$ cat src/rtl/route_reserve_allocator_pkg.sv
// Shared types for the route reservation allocator: port index width,
// port index type and the per-output FREE/HELD state encoding.
package router_alloc_pkg;

   // Default router radix; the allocator top may be re-parameterised.
   localparam int unsigned NUM_PORTS  = 5;
   localparam int unsigned PORT_IDX_W = (NUM_PORTS > 1) ? $clog2(NUM_PORTS) : 1;

   typedef logic [PORT_IDX_W-1:0] port_idx_t;

   typedef enum logic {
      FREE = 1'b0,
      HELD = 1'b1
   } alloc_state_e;

endpackage : router_alloc_pkg

$ cat src/rtl/route_reserve_allocator_rr_arbiter.sv
// Per-output arbiter: picks one requester from an N-wide vector.
// ROUTE_ALLOC_ROUND_ROBIN_EN defined: search starts at ptr and the next
// pointer (winner+1 mod N) is offered to the caller. Undefined: fixed
// priority, lowest index wins, no pointer ports exist.
module rr_arbiter
   import router_alloc_pkg::*;
#(
   parameter int unsigned N     = NUM_PORTS,
   parameter int unsigned IDX_W = PORT_IDX_W
) (
`ifdef ROUTE_ALLOC_ROUND_ROBIN_EN
   input  logic [IDX_W-1:0] ptr,
   output logic [IDX_W-1:0] nextPtr_c,
`endif
   input  logic [N-1:0]     req,
   output logic [N-1:0]     grant_c,
   output logic [IDX_W-1:0] grantIdx_c,
   output logic             grantValid_c
);

   // Scan requesters in priority order, first hit wins.
   always_comb begin
      int unsigned j;
      grant_c      = '0;
      grantIdx_c   = '0;
      grantValid_c = 1'b0;
      j            = 0;
      for (int unsigned k = 0; k < N; k++) begin
`ifdef ROUTE_ALLOC_ROUND_ROBIN_EN
         j = 32'(ptr) + k;
         if (j >= N) begin
            j = j - N;
         end
`else
         j = k;
`endif
         if (!grantValid_c && req[j]) begin
            grant_c[j]   = 1'b1;
            grantIdx_c   = IDX_W'(j);
            grantValid_c = 1'b1;
         end
      end
   end

`ifdef ROUTE_ALLOC_ROUND_ROBIN_EN
   // Priority restarts just after the winner.
   always_comb begin
      nextPtr_c = ptr;
      if (grantValid_c) begin
         nextPtr_c = (grantIdx_c == IDX_W'(N - 1)) ? '0 : grantIdx_c + IDX_W'(1);
      end
   end
`endif

endmodule : rr_arbiter

$ cat src/rtl/route_reserve_allocator.sv
// Route reservation allocator: per-output FREE/HELD FSMs grant one
// requesting input per output, hold the reservation until the owner
// releases it, and drive crossbar select / busy / holding indications.
// Build option: ROUTE_ALLOC_ROUND_ROBIN_EN selects per-output round-robin
// arbitration; when undefined, fixed priority (lowest input wins).
module route_reserve_allocator
   import router_alloc_pkg::*;
#(
   parameter int unsigned PORTS         = NUM_PORTS,
   parameter int unsigned REQUEST_WIDTH = 3
) (
   input  logic                              clk,
   input  logic                              rst,
   input  logic [PORTS-1:0]                  req_valid,
   input  logic [PORTS*REQUEST_WIDTH-1:0]    req_port,
   input  logic [PORTS-1:0]                  route_release,
   output logic [PORTS-1:0]                  route_grant,
   output logic [PORTS-1:0]                  out_busy,
   output logic [PORTS*$clog2(PORTS)-1:0]    out_sel,
   output logic [PORTS-1:0]                  in_holding
);

   localparam int unsigned IDX_W = $clog2(PORTS);

   // Indexed [output][input].
   logic [PORTS-1:0][PORTS-1:0] elig_c;
   logic [PORTS-1:0][PORTS-1:0] arbGrant_c;
   logic [PORTS-1:0][IDX_W-1:0] arbIdx_c;
   logic [PORTS-1:0]            arbValid_c;

`ifdef ROUTE_ALLOC_ROUND_ROBIN_EN
   logic [PORTS-1:0][IDX_W-1:0] ptrQ;
   logic [PORTS-1:0][IDX_W-1:0] ptrD;
   logic [PORTS-1:0][IDX_W-1:0] arbNextPtr_c;
`endif

   alloc_state_e                stateQ [PORTS];
   alloc_state_e                stateD [PORTS];
   logic [PORTS-1:0][IDX_W-1:0] selQ;
   logic [PORTS-1:0][IDX_W-1:0] selD;
   logic [PORTS-1:0]            holdingQ;
   logic [PORTS-1:0]            holdingD;
   logic [PORTS-1:0]            grantQ;
   logic [PORTS-1:0]            grantD;

   // Eligible requests per output; holders and out-of-range ports never match.
   always_comb begin
      elig_c = '0;
      for (int unsigned o = 0; o < PORTS; o++) begin
         for (int unsigned i = 0; i < PORTS; i++) begin
            elig_c[o][i] = req_valid[i] && !holdingQ[i] &&
                           (req_port[i*REQUEST_WIDTH +: REQUEST_WIDTH] == REQUEST_WIDTH'(o));
         end
      end
   end

   // One arbiter per output, only fed while that output is FREE.
   for (genvar o = 0; o < PORTS; o++) begin : gArb
      logic [PORTS-1:0] arbReq;

      assign arbReq = (stateQ[o] == FREE) ? elig_c[o] : '0;

      rr_arbiter #(
         .N     (PORTS),
         .IDX_W (IDX_W)
      ) uArb (
`ifdef ROUTE_ALLOC_ROUND_ROBIN_EN
         .ptr          (ptrQ[o]),
         .nextPtr_c    (arbNextPtr_c[o]),
`endif
         .req          (arbReq),
         .grant_c      (arbGrant_c[o]),
         .grantIdx_c   (arbIdx_c[o]),
         .grantValid_c (arbValid_c[o])
      );
   end

   // Next-state for every output FSM plus holding mask and grant pulses.
   always_comb begin
      stateD   = stateQ;
      selD     = selQ;
      holdingD = holdingQ;
      grantD   = '0;
`ifdef ROUTE_ALLOC_ROUND_ROBIN_EN
      ptrD     = ptrQ;
`endif
      for (int unsigned o = 0; o < PORTS; o++) begin
         case (stateQ[o])
            FREE: begin
               if (arbValid_c[o]) begin
                  stateD[o] = HELD;
                  selD[o]   = arbIdx_c[o];
                  holdingD  = holdingD | arbGrant_c[o];
                  grantD    = grantD | arbGrant_c[o];
`ifdef ROUTE_ALLOC_ROUND_ROBIN_EN
                  ptrD[o]   = arbNextPtr_c[o];
`endif
               end
            end
            HELD: begin
               // Only the owner's release counts; a release never re-arbitrates same cycle.
               for (int unsigned i = 0; i < PORTS; i++) begin
                  if ((selQ[o] == IDX_W'(i)) && route_release[i]) begin
                     stateD[o]   = FREE;
                     holdingD[i] = 1'b0;
                  end
               end
            end
            default: begin
               stateD[o] = FREE;
            end
         endcase
      end
   end

   // State registers; synchronous reset drops all reservations and in-flight grants.
   always_ff @(posedge clk) begin
      if (rst) begin
         for (int unsigned o = 0; o < PORTS; o++) begin
            stateQ[o] <= FREE;
         end
         selQ     <= '0;
         holdingQ <= '0;
         grantQ   <= '0;
`ifdef ROUTE_ALLOC_ROUND_ROBIN_EN
         ptrQ     <= '0;
`endif
      end else begin
         for (int unsigned o = 0; o < PORTS; o++) begin
            stateQ[o] <= stateD[o];
         end
         selQ     <= selD;
         holdingQ <= holdingD;
         grantQ   <= grantD;
`ifdef ROUTE_ALLOC_ROUND_ROBIN_EN
         ptrQ     <= ptrD;
`endif
      end
   end

   // Busy is a direct decode of the registered FSM state.
   always_comb begin
      out_busy = '0;
      for (int unsigned o = 0; o < PORTS; o++) begin
         out_busy[o] = (stateQ[o] == HELD);
      end
   end

   assign route_grant = grantQ;
   assign out_sel     = selQ;
   assign in_holding  = holdingQ;

endmodule : route_reserve_allocator

$ cat config.mk
export PLATFORM = sky130hd
export DESIGN_NAME = route_reserve_allocator
export DESIGN_NICKNAME = d
export VERILOG_FILES = /design/src/rtl/route_reserve_allocator_pkg.sv /design/src/rtl/route_reserve_allocator_rr_arbiter.sv /design/src/rtl/route_reserve_allocator.sv
export SDC_FILE = /design/constraint.sdc
export NUM_CORES = 1
export LEC_CHECK = 0
export CORE_UTILIZATION = 24
export CTS_CLUSTER_SIZE = 25
export DETAILED_ROUTE_END_ITERATION = 10
export GPL_ROUTABILITY_DRIVEN = 0
export MAX_ROUTING_LAYER = met4
export SETUP_SLACK_MARGIN = 0.15
export SKIP_CTS_REPAIR_TIMING = 1
export SLEW_MARGIN = 20
export SYNTH_ARGS = -nofsm -noshare
export SYNTH_HDL_FRONTEND = slang
export SYNTH_SLANG_ARGS = --single-unit
$ cat constraint.sdc
create_clock -name clk -period 1.9 [get_ports clk]
set_input_delay 0.285 -clock clk [delete_from_list [all_inputs] [get_ports clk]]
set_output_delay 0.285 -clock clk [all_outputs]
set_load 0.1 [all_outputs]
# Yosys cells after proc, flatten, opt, wreduce, memory -nomap -nowiden
# Cells that the tools add are included.
# totals
register_bits,30
# op_classes
n_eq_ne,40
bitwise,14
n_reduce_logical,115
muxes,150
# op_table
op,n
$mux 1,105
$mux 5,20
$logic_and 1x1->1,75
$eq 3x2->1 const B,20
$pmux 5 s2,5
$or 5x5->5,9
$eq 3x1->1 const B,10
$eq 3x3->1 const B,10
$logic_not 3->1,10
$logic_not 1->1,25
$mux 2,10
$mux 3,5
$pmux 1 s2,5
$reduce_and 2->1,5
$not 1->1,5

# Logic depth before layout (Yosys ltp)
# Gate-level depths: netlist of run 1.
# depth
ltp_word,32
ltp_mapped,7
ltp_nobuf,6

# By module
# Synthesis of run 1 repeated with hierarchy kept, for this count alone.
# unflattened
hier_cells,309
area_unflattened_um2,2429.8
# by_module_without_submodules
mod,area_per_inst_um2,instances,cells_each
route_reserve_allocator,2010.7,1,244
rr_arbiter,83.8,5,13

# Worst setup path before layout of run 1
# OpenSTA, ideal clock, no wires.
# synth_path
path_kind,reg2reg
startpoint,register holdingQ[0] (netlist: in_holding[0])
endpoint,register holdingQ[2] (netlist: in_holding[2])
path_stages_with_launch,8
t_required_ns,1.784
setup_ns,0.116
arrival_ns,2.468
synth_period_minus_slack_ns,2.584
setup_slack_ns,-0.684
cell_sequence,dfxtp_1 or3b_4 or3_1 buf_6 nand2_4 o22ai_4 or4_1 o211a_1
# synth_between
elab_chain_len,31
# synth_lines
element,line,source
"start, declared",route_reserve_allocator.sv:41,logic [PORTS-1:0] holdingQ;
"start signal, assigned",route_reserve_allocator.sv:133,holdingQ <= holdingD;
$logic_not 1->1 (*),route_reserve_allocator.sv:51,elig_c[o][i] = req_valid[i] && !holdingQ[i] &&
$logic_and 1x1->1 (*),route_reserve_allocator.sv:51,
$logic_and 1x1->1,route_reserve_allocator.sv:51,
$mux 5,route_reserve_allocator.sv:61,assign arbReq = (stateQ[o] == FREE) ? elig_c[o] : '0;
$mux 1,route_reserve_allocator_rr_arbiter.sv:37,if (!grantValid_c && req[j]) begin
$logic_not 1->1,route_reserve_allocator_rr_arbiter.sv:37,
$logic_and 1x1->1,route_reserve_allocator_rr_arbiter.sv:37,
$mux 1,route_reserve_allocator_rr_arbiter.sv:37,
[... 15 more ...],--,
$mux 5,route_reserve_allocator.sv:90,if (arbValid_c[o]) begin
$pmux 5 s2,route_reserve_allocator.sv:88,case (stateQ[o])
$or 5x5->5,route_reserve_allocator.sv:93,holdingD = holdingD | arbGrant_c[o];
$mux 5,route_reserve_allocator.sv:90,
$pmux 5 s2,route_reserve_allocator.sv:88,
$or 5x5->5,route_reserve_allocator.sv:93,
$mux 5,route_reserve_allocator.sv:90,
$pmux 5 s2 (*),route_reserve_allocator.sv:88,
# Every way passes the cells marked *; elsewhere a longest branch is shown, timed or not.
# A chain may end at the register's enable or synchronous reset.

# Worst setup path after layout of run 1
# Same ends and word-level chain as after synthesis.

==> flow_metrics.py, run 1 <==
metrics = {
    "outcome": {
        "status": "finished with violations",
        "violations": "negative setup slack",
    },
    "floorplanning": {
        "rows": 34,
        "start_util": 0.2471,
        "die_y_um": 96.53,
        "die_w_um": 96.53,
        "io_pins": 57,
        "core_region_area_sq_um": 8678,
        "die_area_sq_um": 9318,
    },
    "detailed_routing": {
        "drt-initial-drc-count": 280,
        "wirelength_um": 9716,
        "drtPass1Iterations": 5,
        "ant_nets": 0,
        "route.detailed.drc": 0,
        "dr_total_vias": 3016,
        "post_drt_wl_per_cell_um": 18.16,
        "routed_via_density": 5.637,
    },
    "cts": {
        "cts_tree": "yes",
        "cts_made_buffers": 5,
        "cts.sinks": 30,
        "clk_latency_ns": 0.29,
        "cts_root_buffer": "clkbuf_8",
        "cts_max_level": 2,
        "clk_path_buf_depth": 2,
        "clk_pin_slew_ns": 0.07,
    },
    "run": {
        "max_cap_viol_count": 0,
    },
    "sta": {
        "fin_ws_ns": -0.1334,
        "finClkSkew_ns": 0.005398,
        "rsz0062_at_grt": "yes",
        "hold_viol_final": 0,
        "finalSetupViolations": 1,
        "worstMarginPinSlew_ns": 0.5355,
        "finalCritPeriodShare": 1.070,
        "clock.fmax_ghz": 0.4918,
        "maxSlewViolCount": 0,
        "min_period_ns": 2.033,
        "max_slew_margin": 0.6419,
    },
    "global_route": {
        "grt_use_met3": 0.04225,
        "grt_usage": 0.2155,
        "grt_pass1_vias": 2768,
        "met1_usage": 0.2763,
        "overflow": 0,
        "grt_max_degree": 20,
        "grt_busiest_layer": "met2",
        "gr-usage-met2": 0.3357,
        "antenna_found_initial": 0,
        "grt_pass1_wl_um": 14550,
    },
    "yosys": {
        "yosysSeqAreaShare": 0.2800,
        "syn_nets": 318,
        "dominantRegCellSynth": "dfxtp_1",
        "post-synth-top-area-fraction": 0.2800,
        "yosys-top-cells-area": "dfxtp_1, nand2_1, nor2_1, a31oi_1, a21oi_1",
        "synthArstFlopShare": 0,
        "synth_edf_count": 0,
        "synth_cell_types": 57,
        "netlist_area_sq_um": 2145,
        "ys_ff_latch": 30,
        "yosysWarningCount": 0,
        "avgSynthCellArea_sq_um": 7.370,
        "synth_top_area_cell": "dfxtp_1",
        "postSynthCellCount": 291,
    },
    "setup_path": {
        "cp_slowest_cell": "or4_1",
        "crit_fanout": 2,
        "path_class": "flop to flop",
        "crit_arrival_ns": 2.22,
        "crit_path_end_kind": "flop",
        "start_kind": "flop",
        "path_delay_family": "simple AND/OR/NAND/NOR gates",
        "cp_cell_sequence": "or3b_4 -> or3_4 -> nand2_4 -> o22ai_4 -> or4_1 -> o211a_1",
        "reg2reg_depth": 6,
        "required_ns": 2.09,
        "path_depth": 6,
        "worst-path-buf-inv": 0,
        "slowest_delay_ns": 0.52,
    },
    "finish": {
        "nets": 453,
        "n_antenna_cell": 0,
        "multi_input_area_sq_um": 1662,
        "final_cell_count_no_fill": 535,
        "utilization": 0.4405,
        "syn2layout_area_growth_pct": 78.24,
        "register_area_sq_um": 638.1,
        "fillCellCount": 860,
        "drive_gt1_frac": 0.4262,
    },
    "pwr": {
        "total_power_w": 0.002511,
        "p_comb_frac": 0.469,
        "swShare": 0.4301,
        "internal_power_w": 0.001431,
        "switching_power_w": 0.001080,
        "ir_drop_mv": 0.2977,
        "p_per_area_nw_per_um2": 656.9,
        "p_leak_nw": 1.643,
        "p_seq_frac": 0.307,
        "pwr-share-clk": 0.224,
    },
    "placed_design": {
        "place_inst": 523,
        "dp_worst_setup_slack_ns": -0.4945,
        "port_buffers": 56,
        "dpl.hpwl_um": 7435,
    },
    "min_path": {
        "whs_path_depth": 2,
        "hold_class": "flop to flop",
    },
}
## per-layer routing
| metal | share of wire | up-vias |
|---|---|---|
| li1 | - | 1367 |
| met1 | 0.42 | 1428 |
| met2 | 0.46 | 182 |
| met3 | 0.087 | 39 |
| met4 | 0.034 | 0 |
| met5 | 0 | - |
## final timing paths
check                           startpoint                       end  slack, ns
hold / removal     out_sel[8]$_SDFFE_PP0P_   out_sel[8]$_SDFFE_PP0P_       0.56
hold reg to reg    out_sel[8]$_SDFFE_PP0P_   out_sel[8]$_SDFFE_PP0P_       0.56
setup reg to reg  in_holding[0]$_SDFF_PP0_  in_holding[2]$_SDFF_PP0_      -0.13
setup / recovery  in_holding[0]$_SDFF_PP0_  in_holding[2]$_SDFF_PP0_      -0.13
## registers in the layout (all words and copies together), names as in the netlist
signal	cells
in_holding	5
out_sel	15
out_busy	5
route_grant	5
## kinds of logic (layout without fill, tap and decap cells)
| group | Yosys count | count (layout) | synth area share |
|---|---|---|---|
| AO/OA/AOI/OAI | 79 | 79 | 0.2608 |
| multiplexers | 5 | 5 | 0.02975 |
| flip-flops | 30 | 30 | 0.2800 |
| buffers and inverters | 25 | 161 | 0.04726 |
| AND/OR/NAND/NOR | 152 | 152 | 0.3821 |
## power by group through the flow
stage          clock network (W)  logic [W]  registers (W)
3_3_place_gp                   0    0.00108       0.000774
4_1_cts                 0.000569    0.00109       0.000762
6_report                0.000564    0.00118       0.000770
3_5_place_dp                   0    0.00109       0.000776
5_1_grt                 0.000606    0.00123       0.000774
2_1_floorplan                  0   0.000307        0.00112
## Yosys cell counts (all sizes together), types with 6 or more instances
library cell,count
nand2,37
nor2,33
dfxtp,30
a21oi,14
nor3,14
a31oi,13
clkbuf,13
nand3,12
o21ai,12
inv,11
nor2b,7
nand4b,6
o22ai,6
## placed cells by master, fill, tap and decap left out, types with 11 or more instances in the layout
cell / n
clkdlybuf4s50_1: 16
inv_1: 11
a21oi_1: 13
nor2_1: 32
buf_4: 106
nand2_1: 35
a31oi_1: 12
dfxtp_2: 18
nor3_1: 12
nand3_1: 12
## worst min-delay path: cells and delay by family (launching register included)
family | cells | cell delay, ns
AOI/OAI and AO/OA | 1 | 0.08
buffers and inverters | 1 | 0.10
DFF | 1 | 0.35
## per-stage QoR
step                instance area, sq um  TNS (ns)  hold slack (ns)
floorplan                           2192   -0.1992           0.4544
global placement                    3446    -5.608           0.5313
detailed placement                  3446    -6.423           0.5489
CTS                                 3537    -1.098           0.5605
global route                        3822   -0.2807           0.5779
finish                              3822   -0.1334           0.5638
## area by class of cell
| type | instances | area share |
|---|---|---|
| multi-input cells | 236 | 0.4347 |
| repair buffers | 142 | 0.3283 |
| flip-flops and latches | 30 | 0.1669 |
| well taps | 108 | 0.03535 |
| clock buffers | 7 | 0.02259 |
| inverters | 11 | 0.01080 |
| clock inverters | 1 | 0.001309 |
(Power assumes the default switching activity.)
==> run 2, diff against run 1 <==
GPL_TIMING_DRIVEN = 1   (was default)
==> results of run 2 <==
Same layout as run 1: the final DEF is identical, and so are final timing and power.
==> run 3, diff against run 2 <==
HOLD_SLACK_MARGIN = 0.03   (was default)
==> results of run 3 <==
Same layout as run 1: the final DEF is identical, and so are final timing and power.
